$ cat src/rtl/cache_miss_sequencer_pkg.sv
// Shared constants and state encoding for the cache miss sequencer.
// The one-hot state values keep illegal codes easy to recognise and recover from.
package cache_pkg;

   localparam int ADDRESSL  = 15;
   localparam int WORD      = 32;
   localparam int BLOCKSIZE = 4;
   localparam int IDXW      = $clog2(BLOCKSIZE);

   typedef enum logic [4:0] {
      IDLE    = 5'b00001,
      LOOKUP  = 5'b00010,
      FILL    = 5'b00100,
      WRITE   = 5'b01000,
      RESPOND = 5'b10000
   } state_t;

endpackage

$ cat src/rtl/cache_miss_sequencer_if.sv
// Request, cache, RAM and output-mux control pins of the miss sequencer.
// The master side is the surrounding system; the slave side is the sequencer.
interface cache_miss_sequencer_if;
   import cache_pkg::*;

   logic                req_valid;
   logic                req_ready;
   logic                hit;
   logic                r_ack;
   logic                cRead;
   logic                cWrite;
   logic                rRead;
   logic [IDXW-1:0]     fill_idx;
   logic                fill_we;
   logic                selOut;
   logic                resp_valid;
   logic [ADDRESSL-1:0] hit_count;
   logic [ADDRESSL-1:0] miss_count;

   modport master (
      output req_valid, hit, r_ack,
      input  req_ready, cRead, cWrite, rRead, fill_idx, fill_we, selOut,
             resp_valid, hit_count, miss_count
   );

   modport slave (
      input  req_valid, hit, r_ack,
      output req_ready, cRead, cWrite, rRead, fill_idx, fill_we, selOut,
             resp_valid, hit_count, miss_count
   );

endinterface

$ cat src/rtl/cache_miss_sequencer_sat_counter.sv
// Saturating up-counter with increment enable and asynchronous active-low clear.
// Once all ones it holds its value instead of wrapping.
module sat_counter #(
   parameter int W = 15
) (
   input  logic         clk,
   input  logic         rst,
   input  logic         inc,
   output logic [W-1:0] count
);

   // NOTE: sequential state is assigned with <= so every flop samples pre-edge values.
   always_ff @(posedge clk or negedge rst) begin
      if (!rst)
         count <= '0;
      else if (inc && (count != '1))
         count <= count + 1'b1;
   end

endmodule

$ cat src/rtl/cache_miss_sequencer.sv
// Sequences one cache read at a time: lookup, four-word RAM fill on a miss,
// single-cycle block write, then response from the cache. Counts hits and misses.
module cache_miss_sequencer
   import cache_pkg::*;
(
   input  logic                   clk,
   input  logic                   rst,
   cache_miss_sequencer_if.slave  bus
);

   state_t          state, state_nx;
   logic [IDXW-1:0] fill_idx_q, fill_idx_nx;
   logic            hit_inc, miss_inc;

   always_ff @(posedge clk or negedge rst) begin
      if (!rst) begin
         state      <= IDLE;
         fill_idx_q <= '0;
      end else begin
         state      <= state_nx;
         fill_idx_q <= fill_idx_nx;
      end
   end

   // NOTE: every output of this block gets a default first, so no path infers a latch.
   always_comb begin
      state_nx       = IDLE;
      fill_idx_nx    = fill_idx_q;
      hit_inc        = 1'b0;
      miss_inc       = 1'b0;
      bus.req_ready  = 1'b0;
      bus.cRead      = 1'b0;
      bus.cWrite     = 1'b0;
      bus.rRead      = 1'b0;
      bus.fill_we    = 1'b0;
      bus.selOut     = 1'b0;
      bus.resp_valid = 1'b0;

      case (state)
         IDLE: begin
            bus.req_ready = 1'b1;
            state_nx      = bus.req_valid ? LOOKUP : IDLE;
         end
         LOOKUP: begin
            bus.cRead  = 1'b1;
            bus.selOut = 1'b1;
            if (bus.hit) begin
               hit_inc  = 1'b1;
               state_nx = RESPOND;
            end else begin
               miss_inc    = 1'b1;
               fill_idx_nx = '0;
               state_nx    = FILL;
            end
         end
         FILL: begin
            bus.rRead = 1'b1;
            state_nx  = FILL;
            if (bus.r_ack) begin
               bus.fill_we = 1'b1;
               // Only the ack of the last word may lead to the block write.
               if (fill_idx_q == IDXW'(BLOCKSIZE - 1))
                  state_nx = WRITE;
               else
                  fill_idx_nx = fill_idx_q + 1'b1;
            end
         end
         WRITE: begin
            bus.cWrite  = 1'b1;
            fill_idx_nx = '0;
            state_nx    = RESPOND;
         end
         RESPOND: begin
            bus.cRead      = 1'b1;
            bus.selOut     = 1'b1;
            bus.resp_valid = 1'b1;
            state_nx       = IDLE;
         end
         default: begin
            fill_idx_nx = '0;
            state_nx    = IDLE;
         end
      endcase
   end

   assign bus.fill_idx = fill_idx_q;

   sat_counter #(.W(ADDRESSL)) u_hit_cnt (
      .clk   (clk),
      .rst   (rst),
      .inc   (hit_inc),
      .count (bus.hit_count)
   );

   sat_counter #(.W(ADDRESSL)) u_miss_cnt (
      .clk   (clk),
      .rst   (rst),
      .inc   (miss_inc),
      .count (bus.miss_count)
   );

endmodule
$ cat src/flat_wrapper.sv
// flat-port wrapper written by rule: the top's interface ports become plain ports
module cache_miss_sequencer_flat import cache_pkg::*;
  (clk, rst, bus_req_valid, bus_hit, bus_r_ack, bus_req_ready, bus_cRead, bus_cWrite, bus_rRead, bus_fill_idx, bus_fill_we, bus_selOut, bus_resp_valid, bus_hit_count, bus_miss_count);
  cache_miss_sequencer_if bus_i ();
  input  logic clk;
  input  logic rst;
  input wire logic [$bits(bus_i.req_valid)-1:0] bus_req_valid;
  input wire logic [$bits(bus_i.hit)-1:0] bus_hit;
  input wire logic [$bits(bus_i.r_ack)-1:0] bus_r_ack;
  output wire logic [$bits(bus_i.req_ready)-1:0] bus_req_ready;
  output wire logic [$bits(bus_i.cRead)-1:0] bus_cRead;
  output wire logic [$bits(bus_i.cWrite)-1:0] bus_cWrite;
  output wire logic [$bits(bus_i.rRead)-1:0] bus_rRead;
  output wire logic [$bits(bus_i.fill_idx)-1:0] bus_fill_idx;
  output wire logic [$bits(bus_i.fill_we)-1:0] bus_fill_we;
  output wire logic [$bits(bus_i.selOut)-1:0] bus_selOut;
  output wire logic [$bits(bus_i.resp_valid)-1:0] bus_resp_valid;
  output wire logic [$bits(bus_i.hit_count)-1:0] bus_hit_count;
  output wire logic [$bits(bus_i.miss_count)-1:0] bus_miss_count;
  assign bus_i.req_valid = bus_req_valid;
  assign bus_i.hit = bus_hit;
  assign bus_i.r_ack = bus_r_ack;
  assign bus_req_ready = bus_i.req_ready;
  assign bus_cRead = bus_i.cRead;
  assign bus_cWrite = bus_i.cWrite;
  assign bus_rRead = bus_i.rRead;
  assign bus_fill_idx = bus_i.fill_idx;
  assign bus_fill_we = bus_i.fill_we;
  assign bus_selOut = bus_i.selOut;
  assign bus_resp_valid = bus_i.resp_valid;
  assign bus_hit_count = bus_i.hit_count;
  assign bus_miss_count = bus_i.miss_count;
  cache_miss_sequencer u_core (.clk(clk), .rst(rst), .bus(bus_i));
endmodule
$ cat config.mk
export PLATFORM = sky130hd
export DESIGN_NAME = cache_miss_sequencer_flat
export DESIGN_NICKNAME = d
export VERILOG_FILES = /design/src/rtl/cache_miss_sequencer_pkg.sv /design/src/rtl/cache_miss_sequencer_if.sv /design/src/rtl/cache_miss_sequencer_sat_counter.sv /design/src/rtl/cache_miss_sequencer.sv /design/src/flat_wrapper.sv
export SDC_FILE = /design/constraint.sdc
export NUM_CORES = 1
export LEC_CHECK = 0
export ABC_AREA = 1
export BUFFER_PORTS_ARGS = -buffer_cell sky130_fd_sc_hd__buf_2
export CAP_MARGIN = 20
export CORE_ASPECT_RATIO = 0.8
export CORE_UTILIZATION = 37
export CTS_BUF_LIST = sky130_fd_sc_hd__clkbuf_4
export DETAILED_ROUTE_END_ITERATION = 8
export MAX_ROUTING_LAYER = met4
export SLEW_MARGIN = 5
export SYNTH_ARGS = -nofsm -noshare
export SYNTH_HDL_FRONTEND = slang
export SYNTH_SLANG_ARGS = --single-unit
$ cat constraint.sdc
create_clock -name clk -period 2.1 [get_ports clk]
set_input_delay 0.315 -clock clk [delete_from_list [all_inputs] [get_ports clk]]
set_output_delay 0.315 -clock clk [all_outputs]
set_load 0.05 [all_outputs]
==> results by group <==
Synthesis
  – Register area share after synthesis: 40.8%
  – Proportion of synthesized area in mux cells: 0%
  – XOR/XNOR share of the synthesized area: 5.39%
  – Post-synthesis register bit count: 37
  – Cell variety after synth: 22
  – Combinational family with the most area after synthesis: simple AND/OR/NAND/NOR gates
  – Synth area leaders: dfrtp_1, nand2_1, nor2_1
  – Synthesized area: 2270 sq um
  – Compound-gate portion of the synthesized area: 2.31%
  – Synth Area in Simple Gates: 41.6%
  – Synth top area share: 39.6%
  – Synth Warn #: 0
  – Post-synth top area cell: dfrtp_1
  – Cell count after synthesis: 320
  – Adder-cell share of the synthesized area: 1.65%
  – Mapped Nets: 328
  – Syn avg cell area: 7.11 sq um

Floorplan
  – Die width: 89.7 microns
  – Die height: 72.1 microns
  – Core Rows: 25
  – Core Area: 5910 sq um
  – Starting Density: 38.5%
  – Die area: 6470 sq um
  – I/O pins: 44

Routing
  – First-pass DRT Iterations: 5
  – Wire per inst: 11.2 microns
  – Vias: 2091
  – Drt initial violations: 97
  – Total wire length: 5.04 mm
  – Vias per inst: 4.64
  – Post-route ant nets: 0
  – Drt drc: 0

Timing
  – Final Setup Violations: 0
  – Final Hold Viols: 0
  – RSZ-0062 raised after global routing: false
  – Slew @ Worst Pin: 0.527 ns
  – Clk_skew: 0.0153 ns
  – Final TNS setup: 0 ns
  – Crit path time final: 1.88 ns
  – Slew margin rel.: 64.8%
  – Setup ws final: 0.219 ns
  – Fmax: 0.532 GHz
  – Hold slack: 0.135 ns
  – Slew Viols, Final: 0
  – Tcrit/Tclk final: 89.6%

Job
  – Number of max-cap violations: 0

Finish
  – # diodes: 0
  – Area grow syn2layout: 16.6%
  – Commonest non-fill, non-tap cells in the layout: nand2_1, buf_2, dfrtp_1
  – Fraction of layout cells with a size suffix above 1: 20.8%
  – Most common cell after layout, fill and taps aside: nand2_1
  – Final nets: 377

Clock tree
  – Worst-path clk slew: 0.13 ns
  – CTS tree: done
  – H-tree depth: 2
  – CTS Buffer Depth: 2
  – Postcts setup bufs: 0
  – Clk Latency, worst-skew pair: 0.35 ns
  – Total CTS buffers: 5
  – Root Driver: clkbuf_4
  – Clk sinks: 37

Power and ir drop
  – Cell Pwr Density: 814 nW/um^2
  – Worst vdd ir: 0.535 mV
  – Static Leakage: 1.45 nW
  – Pwr Total: 2.16 mW

Global route
  – Initial antenna violation count: 0
  – First-pass GRT wire length: 8.69 mm
  – GRT Residual Overflow: 0
  – Largest net degree at the start of global routing: 17
  – GRT Total Usage: 18.1%
  – Vias in the first global route: 1832

Placement
  – # port buffers: 43
  – DP Wirelength: 3.77 mm
  – Post-place setup slack: 0.374 ns
  – Routability congestion estimate: 0.820

Critical path
  – Worst setup SP type: flip-flop
  – Crit path kind: reg -> out
  – CP Capture Type: output pin
  – Worst EP arrival: 1.57 ns
  – Worst-case reg-to-reg path depth: 8
  – Worst-path fanout max: 6
  – Req. time, crit path: 1.78 ns

Worst hold path
  – Hold depth: 2
  – Worst hold-check path type: in -> reg

Outcome
  – Outcome: complete, no violations
-- cell type report --
type | count | area, sq um
inverters | 36 | 135
well taps | 81 | 101
multi-input cells | 242 | 1160
fillers | 632 | 3260
flip-flops and latches | 37 | 927
clock inverters | 2 | 33.8
clock buffers | 6 | 45.0
repair buffers | 47 | 248
-- state kept, by name (all words and copies together) (netlist names) --
register and flops:
u_core.u_miss_cnt.count 15, u_core.u_hit_cnt.count 15, u_core.bus.fill_idx 2, u_core.state 5
-- cell families (layout without fill, tap and decap cells) --
kind of cell / after synthesis / in the layout
buffers and inverters: 41 / 91
flip-flops: 37 / 37
AO/OA/AOI/OAI: 6 / 6
AND/OR/NAND/NOR: 219 / 219
XOR/XNOR: 14 / 14
adder cells (fa/ha/maj): 3 / 3
-- synth_stat cells, drive strengths merged --
cell type and n:
o21ai 6, xor2 6, dfstp 1, nand2 143
buf 5, nor2 45, nand4 16, ha 3
xnor2 8, nand3 15, dfrtp 36, clkinv 1
inv 35
-- timing repair --
item / 4_1_cts / 5_1_grt
gates resized for setup: 0 / 1
endpoints found under the setup margin: 0 / 1
hold endpoints to repair: 13 / 0
hold buffers: 1 / 0
-- final timing paths --
kind / slack, ns / start / to
setup reg to reg: 0.38 / u_core.u_hit_cnt.count[0]$_DFFE_PN0P_ / u_core.u_hit_cnt.count[2]$_DFFE_PN0P_
setup / recovery: 0.22 / u_core.state[1]$_DFF_PN0_ / bus_fill_we
min in group asynchronous: 0.39 / rst / u_core.u_hit_cnt.count[5]$_DFFE_PN0P_
max in group asynchronous: 1.20 / rst / u_core.state[3]$_DFF_PN0_
hold / removal: 0.13 / bus_req_valid / u_core.state[0]$_DFF_PN1_
hold reg to reg: 0.51 / u_core.u_miss_cnt.count[14]$_DFFE_PN0P_ / u_core.u_miss_cnt.count[14]$_DFFE_PN0P_
-- where the power goes --
group / internal, mW / switching (mW) / leakage (nW)
clock network: 0.261 / 0.244 / 0.0433
registers: 0.796 / 0.103 / 0.496
logic: 0.184 / 0.573 / 0.906
total: 1.24 / 0.920 / 1.45
-- routing by layer --
| layer | routed length [microns] | share of wire, % | vias up | GRT usage (%) |
|---|---|---|---|---|
| met1 | 2630 | 52 | 968 | 25.1 |
| met4 | 61 | 1.2 | 0 | 5.82 |
| li1 | - | - | 1088 | - |
| met3 | 160 | 3.2 | 5 | 3.75 |
| met5 | 0 | 0 | - | - |
| met2 | 2190 | 43 | 30 | 26.3 |
-- critical path, cell delays in order, from the launching register on --
cell,delay [ns]
dfrtp_1,0.44
nor2_2,0.16
nand3_1,0.21
nor2_1,0.14
buf_2,0.27
-- through the flow --
step / instance area [sq um] / util (%) / instances
after detailed placement: 2560 / 43.3 / 442
final: 2650 / 44.9 / 451
after global routing: 2650 / 44.9 / 451
after floorplan: 2270 / - / 320
after global placement: 2560 / 43.3 / 442
after CTS: 2650 / 44.8 / 451
Note: power is estimated with default switching activity, not from simulation.
